$ cat src/rtl/ysyx_24070017_pkg.sv
// Shared register-file constants and the architectural word type for the NPC core.
package ysyx_24070017_pkg;
  localparam int WORD_LENGTH = 32;
  localparam int REG_NUM     = 32;
  localparam int AW          = $clog2(REG_NUM);

  typedef logic [WORD_LENGTH-1:0] word_t;
endpackage

$ cat src/rtl/ysyx_24070017_rf_scoreboard.sv
// Busy-bit scoreboard: one bit per register, set by issue, cleared by writeback, wiped by flush.
// Lookup is combinational; a same-cycle writeback to the looked-up register hides its busy bit when bypassing.
module ysyx_24070017_rf_scoreboard #(
  parameter int REG_NUM = ysyx_24070017_pkg::REG_NUM,
  parameter int NR      = 2,
  parameter int NW      = 1,
  parameter int BYPASS  = 1,
  localparam int AW     = $clog2(REG_NUM)
) (
  input  logic             clk,
  input  logic             rst,
  input  logic [NW-1:0]    we,
  input  logic [NW*AW-1:0] waddr,
  input  logic [NR*AW-1:0] raddr,
  input  logic             iss_valid,
  input  logic [AW-1:0]    iss_rd,
  input  logic             flush,
  output logic [NR-1:0]    rbusy
);
  import ysyx_24070017_pkg::*;

  logic [REG_NUM-1:0] busy;
  logic [REG_NUM-1:0] busy_nxt;

  // Clears first, then the set, so a new producer supersedes a retiring one.
  always_comb begin
    busy_nxt = busy;
    for (int k = 0; k < NW; k++) begin
      if (we[k] && waddr[k*AW +: AW] != '0) busy_nxt[waddr[k*AW +: AW]] = 1'b0;
    end
    if (iss_valid && iss_rd != '0) busy_nxt[iss_rd] = 1'b1;
    busy_nxt[0] = 1'b0;
  end

  always_ff @(posedge clk) begin
    if (!rst) begin
      busy <= '0;
    end else if (flush) begin
      busy <= '0;
    end else begin
      busy <= busy_nxt;
    end
  end

  always_comb begin
    logic hit;
    rbusy = '0;
    for (int j = 0; j < NR; j++) begin
      hit = 1'b0;
      for (int k = 0; k < NW; k++) begin
        if (we[k] && waddr[k*AW +: AW] == raddr[j*AW +: AW]) hit = 1'b1;
      end
      rbusy[j] = busy[raddr[j*AW +: AW]] & ~((BYPASS != 0) && hit);
    end
  end
endmodule

$ cat src/rtl/ysyx_24070017_regfile_mp.sv
// Multi-port integer register file (x0 hardwired to zero) with optional write-to-read bypass
// and an attached busy scoreboard for RAW hazard detection at issue.
module ysyx_24070017_regfile_mp #(
  parameter int WORD_LENGTH             = ysyx_24070017_pkg::WORD_LENGTH,
  parameter int REG_NUM                 = ysyx_24070017_pkg::REG_NUM,
  parameter int NR                      = 2,
  parameter int NW                      = 1,
  parameter int BYPASS                  = 1,
  parameter logic [WORD_LENGTH-1:0] RESET_VAL = '0,
  localparam int AW                     = $clog2(REG_NUM)
) (
  input  logic                           clk,
  input  logic                           rst,
  input  logic [NW-1:0]                  we,
  input  logic [NW*AW-1:0]               waddr,
  input  logic [NW*WORD_LENGTH-1:0]      wdata,
  input  logic [NR*AW-1:0]               raddr,
  output logic [NR*WORD_LENGTH-1:0]      rdata,
  output logic [NR-1:0]                  rbusy,
  input  logic                           iss_valid,
  input  logic [AW-1:0]                  iss_rd,
  input  logic                           flush,
  output logic [REG_NUM*WORD_LENGTH-1:0] dbg_regs
);
  import ysyx_24070017_pkg::*;

  logic [WORD_LENGTH-1:0] regs [REG_NUM];
  logic [REG_NUM-1:0]     wsel [NW];

  // One-hot target per write port; x0 never selected.
  for (genvar k = 0; k < NW; k++) begin : g_wport
    assign wsel[k] = (we[k] && waddr[k*AW +: AW] != '0) ?
                     (REG_NUM'(1) << waddr[k*AW +: AW]) : '0;
  end

  // Ports are applied in ascending order, so the highest index lands last and wins.
  always_ff @(posedge clk) begin
    if (!rst) begin
      regs[0] <= '0;
      for (int i = 1; i < REG_NUM; i++) regs[i] <= RESET_VAL;
    end else begin
      for (int k = 0; k < NW; k++) begin
        for (int i = 1; i < REG_NUM; i++) begin
          if (wsel[k][i]) regs[i] <= wdata[k*WORD_LENGTH +: WORD_LENGTH];
        end
      end
    end
  end

  always_comb begin
    logic [WORD_LENGTH-1:0] v;
    rdata = '0;
    for (int j = 0; j < NR; j++) begin
      v = regs[raddr[j*AW +: AW]];
      if (BYPASS != 0) begin
        for (int k = 0; k < NW; k++) begin
          if (we[k] && waddr[k*AW +: AW] == raddr[j*AW +: AW]) v = wdata[k*WORD_LENGTH +: WORD_LENGTH];
        end
      end
      if (raddr[j*AW +: AW] == '0) v = '0;
      rdata[j*WORD_LENGTH +: WORD_LENGTH] = v;
    end
  end

  for (genvar i = 0; i < REG_NUM; i++) begin : g_dbg
    if (i == 0) begin : g_zero
      assign dbg_regs[i*WORD_LENGTH +: WORD_LENGTH] = '0;
    end else begin : g_reg
      assign dbg_regs[i*WORD_LENGTH +: WORD_LENGTH] = regs[i];
    end
  end

  ysyx_24070017_rf_scoreboard #(
    .REG_NUM (REG_NUM),
    .NR      (NR),
    .NW      (NW),
    .BYPASS  (BYPASS)
  ) u_scoreboard (
    .clk       (clk),
    .rst       (rst),
    .we        (we),
    .waddr     (waddr),
    .raddr     (raddr),
    .iss_valid (iss_valid),
    .iss_rd    (iss_rd),
    .flush     (flush),
    .rbusy     (rbusy)
  );
endmodule

$ cat config.mk
export PLATFORM = sky130hd
export DESIGN_NAME = ysyx_24070017_regfile_mp
export DESIGN_NICKNAME = d
export VERILOG_FILES = /design/src/rtl/ysyx_24070017_pkg.sv /design/src/rtl/ysyx_24070017_rf_scoreboard.sv /design/src/rtl/ysyx_24070017_regfile_mp.sv
export SDC_FILE = /design/constraint.sdc
export NUM_CORES = 2
export LEC_CHECK = 0
export BUFFER_PORTS_ARGS = -buffer_cell sky130_fd_sc_hd__buf_2
export CORE_AREA = 2 2 443 445
export DETAILED_ROUTE_END_ITERATION = 6
export DIE_AREA = 0 0 445 447
export PLACE_DENSITY_LB_ADDON = 0.05
export RECOVER_POWER = 100
export SLEW_MARGIN = 0
export SYNTH_ARGS = -nofsm -noshare
export SYNTH_HDL_FRONTEND = slang
export SYNTH_SLANG_ARGS = --single-unit
$ cat constraint.sdc
create_clock -name clk -period 2.5 [get_ports clk]
set_input_delay 0.125 -clock clk [delete_from_list [all_inputs] [get_ports clk]]
set_output_delay 0.125 -clock clk [all_outputs]
set_load 0.005 [all_outputs]
* After elaboration in Yosys (flattened, before gate mapping)
Memories as Yosys holds them, arrays and structs flattened.
Index checks and enable logic that the tools add are counted.
** Word-level totals
- Register bits :: 32
- Memory bits (writable) :: 1024
- Input bits :: 57
- Memories :: 1
** Operators by class
- Order comparisons :: 6
- Eq/ne operators :: 2
- Shift operators :: 1
- Multiplexer cells :: 142
- Bitwise operators :: 39
- Reduce and logical (&&, ||, !) cells :: 11
** Memories
- regs :: words 32, width 32, rd ports 33, clocked after Yosys merged registers in 0, wr ports 32, RTL line ysyx_24070017_regfile_mp.sv:27 : logic [WORD_LENGTH-1:0] regs [REG_NUM];
** Operators by type and width (count)
- 32-bit 2-to-1 mux :: 38
- 1-bit 2-to-1 mux :: 100
- 32-bit AND :: 1
- 32-bit inverter :: 1
- 32-bit OR :: 1
- 1-bit by 5-bit << shifter with 32-bit output, first input constant :: 1
- 1-bit OR :: 31
- 5-bit by 6-bit less-than comparator with 1-bit output, second input constant :: 4
- 1-bit binary-select mux with 5-bit select :: 2
- 1-bit demux with 5-bit select :: 2
- 5-bit equality test :: 2
- 5-bit by 1-bit >= comparator with 1-bit output, second input constant :: 2
- 5-bit zero test :: 2
- 5-bit nonzero test :: 2
- 1-bit logical AND :: 6
- 1-bit inverter :: 3
- 1-bit AND :: 2
- 2-bit OR reduction :: 1

* Longest topological paths before layout
- Depth in word-level cells :: 9
- Gate-level depth with buffers :: 10
- Depth with buffers taken out :: 5

* Modules after synthesis
Synthesis repeated with hierarchy kept, for this count alone.
** Second synthesis, totals
- Cell total of the unflattened synthesis :: 3482
- Area, all modules :: 51577.0 sq um
** Modules (own cells, without submodules)
- ysyx_24070017_regfile_mp :: instances 1, cells an instance 3240, area each 49547.5 sq um, seq. area each 29788.6 sq um
- ysyx_24070017_rf_scoreboard :: instances 1, cells an instance 242, area each 2029.4 sq um, seq. area each 620.6 sq um

* Worst setup path after synthesis
OpenSTA, ideal clock, no wires.
- Path kind :: input -> register
- Start point :: input port waddr[2]
- End point :: memory regs[8][0], enable pin
- Setup time :: 0.478 ns
- Arrival :: 1.973 ns
- Data required time :: 2.022 ns
- Setup slack :: 0.049 ns
- Stages :: 7
- Path buffers :: 3
- Cells stage by stage :: buf_2 nor3_1 and3b_1 clkbuf_1 nand2_1 clkbuf_1 nand2_1
** RTL lines
- start: declaration :: RTL line ysyx_24070017_regfile_mp.sv:15 : input logic [NW*AW-1:0] waddr,
- end: declaration :: RTL line ysyx_24070017_regfile_mp.sv:27

==> reports/qor.yml <==
outcome: "finished, violations left"
violations: "max-capacitance violations, max-slew violations, negative setup slack"
drt_wl_total_mm: 329
path_class: "flip-flop to output pin"
relSlewSlack: -0.0686
port_buffers: 1114
pwr-share-clk: 0.383
combPwrFrac: 0.203
intPower_mw: 35.6
clock_sinks: 1023
synth_area_um2: 51000
max_stage_delay_ns: 0.43
gp_congestion: 0.927
ios: 1147
dp.cells: 7332
final_util: 0.371
wl_per_cell_um: 41.5
switchingPower_mw: 15.4
end_kind: "output pin"
grt_overflow: 0
critPathTopFamily: "buffers and inverters"
htree_levels: 4
die_y_um: 447
hold_viol_final: 0
power_density_nw_per_um2: 709
stdcell_area_um2: 72000
synth_enable_flop_cells: 992
slowest_stage: "clkbuf_1"
report.final.slew_viol_count: 31
timing.setup.tns_ns: -61.92
synth_fa_ha_area_frac: 0
swShare: 0.302
cts_buffers: 134
start_kind: "flip-flop"
path_clk_slew_ns: 0.06
cts-root-buf: "clkbuf_16"
place_ws_ns: -0.613
power_leakage_nw: 25.7
synth_cells: 3419
synth_top_family_by_area: "multiplexers"
dr.pass1.iters: 5
fill_cells: 19172
crit_chain: "clkbuf_1, mux4_2, o221ai_4, nor2_4, nor3_2, nor3_2, buf_2"
peakVddDrop_uv: 646
rows: 162
postPlaceCellArea_um2: 64500
clk-insertion-delay-late_ns: 0.78
start_util: 0.263
setup-violations-final: 537
via_per_inst: 5.55
ys_ff_latch: 1023
p_seq_frac: 0.413
crit_fanout: 2
max_freq_mhz: 341
grt_pass1_vias: 41804
final_nets: 5317
avgSynthCellArea_um2: 14.9
tightest_slew_ns: 1.60
ant_nets: 0
async_flop_share: 0
layout_setup_ws_ns: -0.433
cts_tree: "built"
cp_num_buf_inv: 2
fp.dieW_um: 445
final_cells: 7916
yosysSeqAreaShare: 0.596
grt_antenna_before_repair: 28
crit_path_frequent_cell: "nor3_2"
ys.flop_type: "edfxtp_1"
min_period_ns: 2.93
cts_buffer_depth: 3
required_ns: 2.38
ys_types: 45
synth.mux.area_fraction: 0.232
rsz0062_at_grt: "yes"
grt_usage: 0.320
vias: 43931
die_area_um2: 199000
layout-drive-gt1-share: 0.442
coreArea_um2: 194000
hpwl_mm: 251
min_period_over_period: 1.17
ys_warn_count: 0
synthXorXnorAreaFrac: 0.00172
skew_ns: 0
hp-class: "input port to flip-flop"
grt_max_degree: 70
grt_pass1_wl_mm: 422
synth-simple-area-share: 0.0844
max-cap-violations: 2
area_growth_pct: 41.0
dr.first_iter.drc_count: 5255
crit_arrival_ns: 2.81
drc_errors: 0
synth_compound_area_frac: 0.0505
-- synthesized netlist by cell type (6+ instances only) --
library cell	number	area (um^2)
clkbuf_1	200	751
dfxtp_1	31	621
o221ai_1	10	87.6
a221oi_1	51	447
mux2_2	105	1180
inv_1	32	120
buf_1	13	48.8
nor4_1	35	219
o21ai_1	18	90.1
mux4_2	458	10300
buf_4	56	420
xnor2_1	6	52.6
edfxtp_1	992	29800
buf_2	81	405
nor3_1	89	445
mux2i_1	35	350
nor2_1	682	2560
o22ai_1	68	425
a22oi_1	112	841
nand2_1	162	608
nor2b_1	44	275
a2111oi_0	26	228
nand2b_1	8	50.1
o21ai_0	30	150
a211oi_1	33	248
-- logic make-up (layout without fill, tap and decap cells) --
family / after synthesis / after routing
AND/OR/NAND/NOR: 1042 / 1042
flip-flops: 1023 / 1023
multiplexers: 598 / 598
buffers and inverters: 388 / 2303
AO/OA/AOI/OAI: 357 / 357
XOR/XNOR: 10 / 10
other: 1 / 41
-- sequential cells by signal (all words and copies together), names as in the netlist --
name and cells:
u_scoreboard.busy 31, regs 992
-- metal layers --
metal	global-route usage	vias up	share of wire
met5	0	-	0.00024
met4	0.133	12	0.051
met3	0.0587	494	0.078
met2	0.477	2545	0.44
met1	0.456	23684	0.43
li1	-	17196	-
-- layout by cell type (no fill, tap or decap), types with 42 or more instances in the layout --
cell | Yosys | layout
nor2_1 | 682 | 664
nor3_2 | 0 | 42
buf_2 | 81 | 549
buf_6 | 4 | 51
a22oi_1 | 112 | 71
clkbuf_2 | 2 | 61
mux4_2 | 458 | 458
clkbuf_4 | 0 | 141
nand2_1 | 162 | 114
nand2_2 | 0 | 42
edfxtp_1 | 992 | 992
clkbuf_1 | 200 | 756
mux2_2 | 105 | 93
buf_12 | 0 | 81
clkbuf_16 | 0 | 138
buf_4 | 56 | 368
-- worst min-delay path: cells and delay by family --
family,cells,cell delay [ns]
buffers and inverters,1,0.15
AOI/OAI and AO/OA,1,0.09
and+or+nand+nor,3,0.42
-- repair_timing --
| action | 4_1_cts | 5_1_grt |
|---|---|---|
| hold endpoints to repair | 256 | 0 |
| buffers inserted | 266 | 83 |
| setup endpoints to repair | 66 | 67 |
| pin swaps | 141 | 97 |
| hold buffers | 31 | 0 |
| resized for setup | 443 | 121 |
-- final cells by class --
type	count	area [um^2]	area share
diodes	9	22.5	0.000313
clock buffers	170	3590	0.0499
clock inverters	71	707	0.00982
inverters	32	120	0.00167
multi-input cells	2039	21600	0.300
flip-flops and latches	1023	30400	0.423
well taps	2542	3180	0.0442
repair buffers	2030	12300	0.171
-- power groups by stage --
stage          Sequential [mW]  Combinational [mW]  Clock (mW)
2_1_floorplan             21.2                3.39           0
3_3_place_gp              21.6                9.23           0
3_5_place_dp              21.6                9.18           0
4_1_cts                   21.1                10.5        19.8
5_1_grt                   21.2                10.6        20.5
6_report                  21.1                10.4        19.6
-- final timing paths --
kind / start / end / slack (ns) / depth (start not counted)
setup / recovery: regs[14][31] / rdata[63] / -0.43 / 7
hold / removal: waddr[4] / u_scoreboard.busy[22] / 0.06 / 5
setup reg to reg: u_scoreboard.busy[1] / u_scoreboard.busy[1] / 0.75 / 4
hold reg to reg: u_scoreboard.busy[7] / u_scoreboard.busy[7] / 0.52 / 2
-- through the flow --
stage	total power, mW	hold WS, ns
global route	52.3	0.0389
global placement	30.8	0.507
finish	51.1	0.0582
CTS	51.4	0.00303
floorplan	24.6	0.355
detailed placement	30.8	0.521
Power figures use the tool's default switching activity.
